$ cat src/rtl/gpr_wb_queue.sv
// Writeback scheduler for the single GPR write port: execute results win, and load returns wait
// in a small kill-aware FIFO. Also provides a write-stage bypass and busy flags for issue.
module gpr_wb_queue #(
  parameter int unsigned DEPTH = 4
) (
  input  logic                       clk,
  input  logic                       rst_n,
  input  logic                       ex_val,
  input  logic [4:0]                 ex_adr,
  input  logic [31:0]                ex_dat,
  input  logic                       ld_val,
  output logic                       ld_rdy,
  input  logic [4:0]                 ld_adr,
  input  logic [31:0]                ld_dat,
  output logic                       wr_en_0,
  output logic [4:0]                 wr_adr_0,
  output logic [31:0]                wr_dat_0,
  input  logic [4:0]                 byp_adr_0,
  input  logic [4:0]                 byp_adr_1,
  input  logic [4:0]                 byp_adr_2,
  output logic                       byp_hit_0,
  output logic                       byp_hit_1,
  output logic                       byp_hit_2,
  output logic [31:0]                byp_dat_0,
  output logic [31:0]                byp_dat_1,
  output logic [31:0]                byp_dat_2,
  output logic                       busy_0,
  output logic                       busy_1,
  output logic                       busy_2,
  output logic [$clog2(DEPTH):0]     cnt,
  output logic                       full,
  output logic                       empty
);

  localparam int unsigned PtrW = $clog2(DEPTH);
  localparam int unsigned CntW = PtrW + 1;

  logic [DEPTH-1:0] live_q, live_d;
  logic [4:0]       adr_q [DEPTH];
  logic [31:0]      dat_q [DEPTH];
  logic [PtrW-1:0]  head_q, tail_q;
  logic [CntW-1:0]  cnt_q, cnt_d;

  logic             wr_en_q, wr_en_d;
  logic [4:0]       wr_adr_q, wr_adr_d;
  logic [31:0]      wr_dat_q, wr_dat_d;

  logic ld_acc, pop, direct, push, push_live;

  assign full   = (cnt_q == CntW'(DEPTH));
  assign empty  = (cnt_q == '0);
  assign cnt    = cnt_q;
  assign ld_rdy = !full;

  assign ld_acc    = ld_val && ld_rdy;
  assign pop       = !ex_val && !empty;
  assign direct    = !ex_val && empty && ld_acc;
  assign push      = ld_acc && !direct;
  // The load is older than a concurrent ex write to the same register, so it enters dead.
  assign push_live = !(ex_val && (ld_adr == ex_adr));

  always_comb begin
    wr_en_d  = 1'b0;
    wr_adr_d = ld_adr;
    wr_dat_d = ld_dat;
    if (ex_val) begin
      wr_en_d  = 1'b1;
      wr_adr_d = ex_adr;
      wr_dat_d = ex_dat;
    end else if (!empty) begin
      wr_en_d  = live_q[head_q];
      wr_adr_d = adr_q[head_q];
      wr_dat_d = dat_q[head_q];
    end else if (ld_acc) begin
      wr_en_d  = 1'b1;
    end
  end

  // Live bits are cleared on pop too, so live alone marks an occupied, pending entry.
  always_comb begin
    live_d = live_q;
    if (ex_val) begin
      for (int i = 0; i < DEPTH; i++) begin
        if (adr_q[i] == ex_adr) live_d[i] = 1'b0;
      end
    end
    if (pop)  live_d[head_q] = 1'b0;
    if (push) live_d[tail_q] = push_live;
  end

  always_comb begin
    cnt_d = cnt_q;
    if (push && !pop)      cnt_d = cnt_q + CntW'(1);
    else if (pop && !push) cnt_d = cnt_q - CntW'(1);
  end

  always_ff @(posedge clk or negedge rst_n) begin
    if (!rst_n) begin
      live_q   <= '0;
      head_q   <= '0;
      tail_q   <= '0;
      cnt_q    <= '0;
      wr_en_q  <= 1'b0;
      wr_adr_q <= '0;
      wr_dat_q <= '0;
    end else begin
      live_q  <= live_d;
      cnt_q   <= cnt_d;
      wr_en_q <= wr_en_d;
      if (pop)  head_q <= head_q + PtrW'(1);
      if (push) tail_q <= tail_q + PtrW'(1);
      if (wr_en_d) begin
        wr_adr_q <= wr_adr_d;
        wr_dat_q <= wr_dat_d;
      end
    end
  end

  always_ff @(posedge clk) begin
    if (push) begin
      adr_q[tail_q] <= ld_adr;
      dat_q[tail_q] <= ld_dat;
    end
  end

  assign wr_en_0  = wr_en_q;
  assign wr_adr_0 = wr_adr_q;
  assign wr_dat_0 = wr_dat_q;

  logic [4:0] rd_adr [3];
  logic [2:0] busy_v, hit_v;

  assign rd_adr[0] = byp_adr_0;
  assign rd_adr[1] = byp_adr_1;
  assign rd_adr[2] = byp_adr_2;

  always_comb begin
    busy_v = '0;
    hit_v  = '0;
    for (int k = 0; k < 3; k++) begin
      hit_v[k] = wr_en_q && (wr_adr_q == rd_adr[k]);
      for (int i = 0; i < DEPTH; i++) begin
        if (live_q[i] && (adr_q[i] == rd_adr[k])) busy_v[k] = 1'b1;
      end
    end
  end

  assign byp_hit_0 = hit_v[0];
  assign byp_hit_1 = hit_v[1];
  assign byp_hit_2 = hit_v[2];
  assign byp_dat_0 = hit_v[0] ? wr_dat_q : '0;
  assign byp_dat_1 = hit_v[1] ? wr_dat_q : '0;
  assign byp_dat_2 = hit_v[2] ? wr_dat_q : '0;
  assign busy_0    = busy_v[0];
  assign busy_1    = busy_v[1];
  assign busy_2    = busy_v[2];

endmodule
$ cat config.mk
export PLATFORM = sky130hd
export DESIGN_NAME = gpr_wb_queue
export DESIGN_NICKNAME = d
export VERILOG_FILES = /design/src/rtl/gpr_wb_queue.sv
export SDC_FILE = /design/constraint.sdc
export NUM_CORES = 1
export LEC_CHECK = 0
export CAP_MARGIN = 20
export CORE_ASPECT_RATIO = 1.4
export CORE_UTILIZATION = 40
export CTS_BUF_LIST = sky130_fd_sc_hd__clkbuf_8
export CTS_CLUSTER_SIZE = 24
export DETAILED_ROUTE_END_ITERATION = 16
export PLACE_DENSITY_LB_ADDON = 0.08
export SKIP_LAST_GASP = 1
export SYNTH_ARGS = -nofsm -noshare
export SYNTH_HDL_FRONTEND = slang
export SYNTH_SLANG_ARGS = --single-unit
export TNS_END_PERCENT = 30
$ cat constraint.sdc
create_clock -name clk -period 5.4 [get_ports clk]
set_input_delay 1.08 -clock clk [delete_from_list [all_inputs] [get_ports clk]]
set_output_delay 1.08 -clock clk [all_outputs]
set_load 0.02 [all_outputs]
# --- Word-level counts from Yosys, hierarchy flattened ---
# Memory sizes are Yosys's and may differ from the RTL's.
# Index checks and enable logic that the tools add are counted.
# Widths: inputs -> output; s select.
word_totals:
  n_memories: 2
  ff_bits: 49
  input_bits: 93
  out_inout_bits: 146
  ram_bits: 148
op_classes:
  n_lt_le_gt_ge: 4
  muxes: 40
  n_eq_ne: 21
  addsub: 4
  bitwise: 2
  reduce_logical: 34
memory_table:
  columns: ["name", "words", "width", "rd", "rd_ports_with_merged_regs", "wr", "line", "source"]
  rows:
  - ["dat_q", 4, 32, 1, 0, 1, "40", "logic [31:0] dat_q [DEPTH];"]
  - ["adr_q", 4, 5, 5, 0, 1, "39", "logic [4:0] adr_q [DEPTH];"]
op_table:
  columns: ["cell", "count"]
  rows:
  - ["$mux 32", 5]
  - ["$eq 5x5->1", 20]
  - ["$logic_and 1x1->1", 25]
  - ["$mux 1", 24]
  - ["$mux 4", 3]
  - ["$mux 5", 2]
  - ["$logic_not 1->1", 7]
  - ["$lt 2x3->1 const B", 2]
  - ["$mux 3", 2]
  - ["$add 2x1->2 const B", 2]
  - ["$and 4x4->4", 1]
  - ["$bwmux 4", 1]
  - ["$demux 1 s2", 2]
  - ["$ge 2x1->1 const B", 2]
  - ["$not 4->4", 1]
  - ["$add 3x1->3 const B", 1]
  - ["$eq 3x3->1 const B", 1]
  - ["$logic_not 3->1", 1]
  - ["$sub 3x1->3 const B", 1]
  - ["$bmux 1 s2", 1]
  - ["$reduce_bool 2->1", 1]

# --- Depth between registers and ports, before layout ---
depth:
  ltp_word: 10
  ltp_mapped: 12
  ltp_nobuf: 10

# --- Worst setup path after synthesis ---
# Ideal clock, no wire load.
synth_timing:
  path_kind: "input port to output port"
  startpoint: "input port byp_adr_1[2]"
  endpoint: "output port byp_dat_1[22]"
  n_path_buf: 2
  stages: 6
  required_time_ns: 4.320
  arrival_ns: 2.533
  setup_slack_ns: 1.787
  cell_sequence: "clkbuf_1 > xor2_1 > nor4_1 > and3_1 > clkbuf_1 > and2_1"
synth_via:
  elab_chain_len: 3
synth_rtl:
  columns: ["element", "line", "source"]
  rows:
  - ["start, declared", "19", "input logic [4:0] byp_adr_1,"]
  - ["$eq 5x5->1", "141", "hit_v[k] = wr_en_q && (wr_adr_q == rd_adr[k]);"]
  - ["$logic_and 1x1->1", "141", null]
  - ["named net byp_hit_1", "22", "output logic byp_hit_1,"]
  - ["$mux 32", "152", "assign byp_dat_1 = hit_v[1] ? wr_dat_q : '0;"]
  - ["end, declared", "25", "output logic [31:0] byp_dat_1,"]
# The timed path passes the listed nets, and every way through them passes these cells.

# --- Worst setup path in the final report ---
layout_timing:
  startpoint: "input port byp_adr_2[2]"
  endpoint: "output port byp_dat_2[12]"
layout_via:
  elab_chain_len: 3
layout_rtl:
  columns: ["element", "line", "source"]
  rows:
  - ["start, declared", "20", "input logic [4:0] byp_adr_2,"]
  - ["$eq 5x5->1", "141", null]
  - ["$logic_and 1x1->1", "141", null]
  - ["$mux 32", "153", "assign byp_dat_2 = hit_v[2] ? wr_dat_q : '0;"]
  - ["end, declared", "26", "output logic [31:0] byp_dat_2,"]
# Every way passes these cells.

==> impl_metrics.toml <==
[status]
status = "finished clean"

[pwr]
ir_drop_uv = 260
pwr-share-seq_pct = 40.2
pwr-share-clk_pct = 16.5
p_int_w = 0.00370
leakagePower_nw = 4.99
p_sw_share_pct = 38.6
switching_power_w = 0.00233
power.density_nw_per_um2 = 460
power.total_w = 0.00602
power_frac_comb_pct = 43.3

[cells_and_area]
drive_above_1_share_pct = 10.4
n_antenna_cell = 0
area_growth_pct = 29.6
nets = 1095
fill_cells = 2203

[drt]
via_per_inst = 5.39
routed_wl_mm = 29.8
ant_nets = 0
drt_iter0_drc = 369
post-route-drc-count = 0
first_pass_iters = 4
routedWlPerCell_um = 22.6
num_vias = 7115

[grt]
grt_max_degree = 85
globalRouteTotalUtil_pct = 23.9
gr-total-overflow = 0
grt_pass1_vias = 7437
antenna_found_initial = 1
grt_pass1_wl_mm = 45.3

[critical_path]
worst-setup-path-type = "in2out"
endpoint_kind = "output pin"
worstPathRequired_ns = 4.32
startpoint = "byp_adr_2[2]"
crit_path_start_kind = "primary input"
crit_fanout = 20
reg2reg_setup_slack_ns = 2.61
r2r-start = "cnt[1]"
crit_arrival_ns = 3.49

[timing]
fmax_ghz = 0.219
worst_pin_slew_ns = 0.993
hold_viol_final = 0
fin_skew_ns = 0.0226
timing.final.crit_share_pct = 84.6
slew_headroom_pct = 33.8
drv_slew = 0
rsz0062_at_grt = "no"
fin_crit_ns = 4.57
finalSetupViolations = 0
finalSetupTns_ns = 0

[clocking]
hold_buffers = 0
post_cts_buffers = 0
ctsHtreeMaxLevel = 4
clk_pin_slew_worst_paths_ns = 0.10
clock_latency_ns = 0.48
clock-root-buffer = "clkbuf_8"
cts_buffer_depth = 2
cts_tree = "built"
cts_made_buffers = 17
cts_resized = 0
cts.sinks = 197

[logic_synthesis]
synth_edf_count = 148
synth_nets = 901
synth-seq-cells = 197
seq_area_frac_synth_pct = 56.1
synth_ff_type = "edfxtp_1"
ys_async_sr_fraction_pct = 24.9
yosys_warnings = 0
synth_area_sq_um = 10100
synthDistinctLibCells = 34
avgSynthCellArea_sq_um = 12.7
syn_inst = 798

[floorplan]
initial_core_util_pct = 40.8
io_pins = 239
die_h_um = 190
design.core.area_sq_um = 24800
rows = 68
die_w_um = 136
die_area_sq_um = 25900

[worst_hold_path]
hold_path_class = "reg2reg"
hold_path_startpoint = "wr_dat_0[26]"

[placed_design]
dpl.hpwl_mm = 19.5
place.gp.congestion = 0.909
portBuffers = 238

[job]
drv_cap = 0
==> Yosys cell counts, types with 4 or more instances <==
cell type,n,area share (%)
edfxtp_1,148,44
and2_1,98,6.1
xor2_1,82,7.1
nand2_1,81,3.0
clkbuf_1,55,2.0
dfrtp_1,49,12
a21o_1,38,2.8
a21oi_1,38,1.9
mux4_2,38,8.5
a221oi_1,37,3.2
xnor2_1,23,2.0
nor4_1,20,1.2
buf_2,14,0.69
nand3_1,11,0.54
inv_1,10,0.37
ha_1,9,1.1
and3_1,7,0.43
buf_1,6,0.22
buf_4,5,0.37
a32oi_1,4,0.35
o21ai_0,4,0.20
==> stage by stage <==
stage	utilization [%]	cell area (sq um)	setup WS (ns)	cells	hold WS (ns)
after floorplan	-	10100	1.79	798	0.519
final	52.9	13100	0.829	1320	0.531
after global routing	52.9	13100	0.655	1320	0.571
after global placement	51.2	12700	0.790	1288	0.514
after CTS	52.9	13100	0.808	1320	0.539
after detailed placement	51.2	12700	0.819	1288	0.515
==> worst max-delay path, cell delays in order <==
cell and delay, ns:
clkdlybuf4s50_1 0.61, xor2_1 0.23, nor4_1 0.27, and3_1 0.26
buf_4 0.27, and2_1 0.16, clkdlybuf4s50_1 0.60
==> cell usage in the layout (no fill, tap or decap), types with 3 or more instances in the layout <==
cell,count
a21o_1,38
a21oi_1,37
a221oi_1,37
a31oi_1,3
a32oi_1,4
and2_1,96
and3_1,7
buf_4,23
clkbuf_8,18
clkdlybuf4s50_1,236
dfrtp_1,47
edfxtp_1,148
ha_1,9
inv_1,9
inv_6,7
mux4_2,38
nand2_1,81
nand3_1,11
nor2_1,3
nor4_1,20
o21ai_0,4
xnor2_1,23
xor2_1,82
==> flip-flops by register name (all words and copies together) (netlist names), 2 cells and up <==
name      flops
head_q        2
dat_q       128
live_q        4
tail_q        2
wr_adr_0      5
cnt           3
wr_dat_0     32
adr_q        20
==> power groups by stage <==
stage | clock [W] | combinational [W] | sequential, W
2_1_floorplan | 0 | 0.00153 | 0.00248
3_3_place_gp | 0 | 0.00263 | 0.00245
3_5_place_dp | 0 | 0.00264 | 0.00246
4_1_cts | 0.00101 | 0.00265 | 0.00243
5_1_grt | 0.00107 | 0.00283 | 0.00247
6_report | 0.000991 | 0.00261 | 0.00242
==> metal layers <==
metal  GRT usage (%)  share of wire (%)  routed length [um]
met1            29.7                 41               12400
met2            41.6                 51               15300
met3            4.18                5.0                1490
met4            7.82                2.2                 671
met5               0              0.040                  12
==> cells by family after synthesis <==
logic type | count (synthesis) | synth area share (%)
xor+xnor | 105 | 9.10
simple gates | 223 | 11.7
buf+inv | 96 | 4.22
flops | 197 | 56.1
mux | 41 | 8.77
fa+ha+maj | 10 | 1.31
compound gates | 126 | 8.82
==> final timing paths <==
check | cells past startpoint | endpoint
max in group asynchronous | 2 | head_q[1]
worst min-delay path | 1 | wr_dat_0[26]
worst max register to register | 5 | wr_dat_0[8]
worst min register to register | 1 | wr_dat_0[26]
worst max-delay path | 7 | byp_dat_2[12]
min in group asynchronous | 2 | wr_adr_0[2]
==> final cells by class <==
type                    instances  area, sq um  area share (%)
flip-flops and latches        197         5670            43.3
multi-input cells             505         4040            30.8
repair buffers                260         2540            19.4
well taps                     315          394            3.01
clock buffers                  18          248            1.89
clock inverters                14          161            1.23
inverters                      11         46.3           0.353
Power figures use the tool's default switching activity.
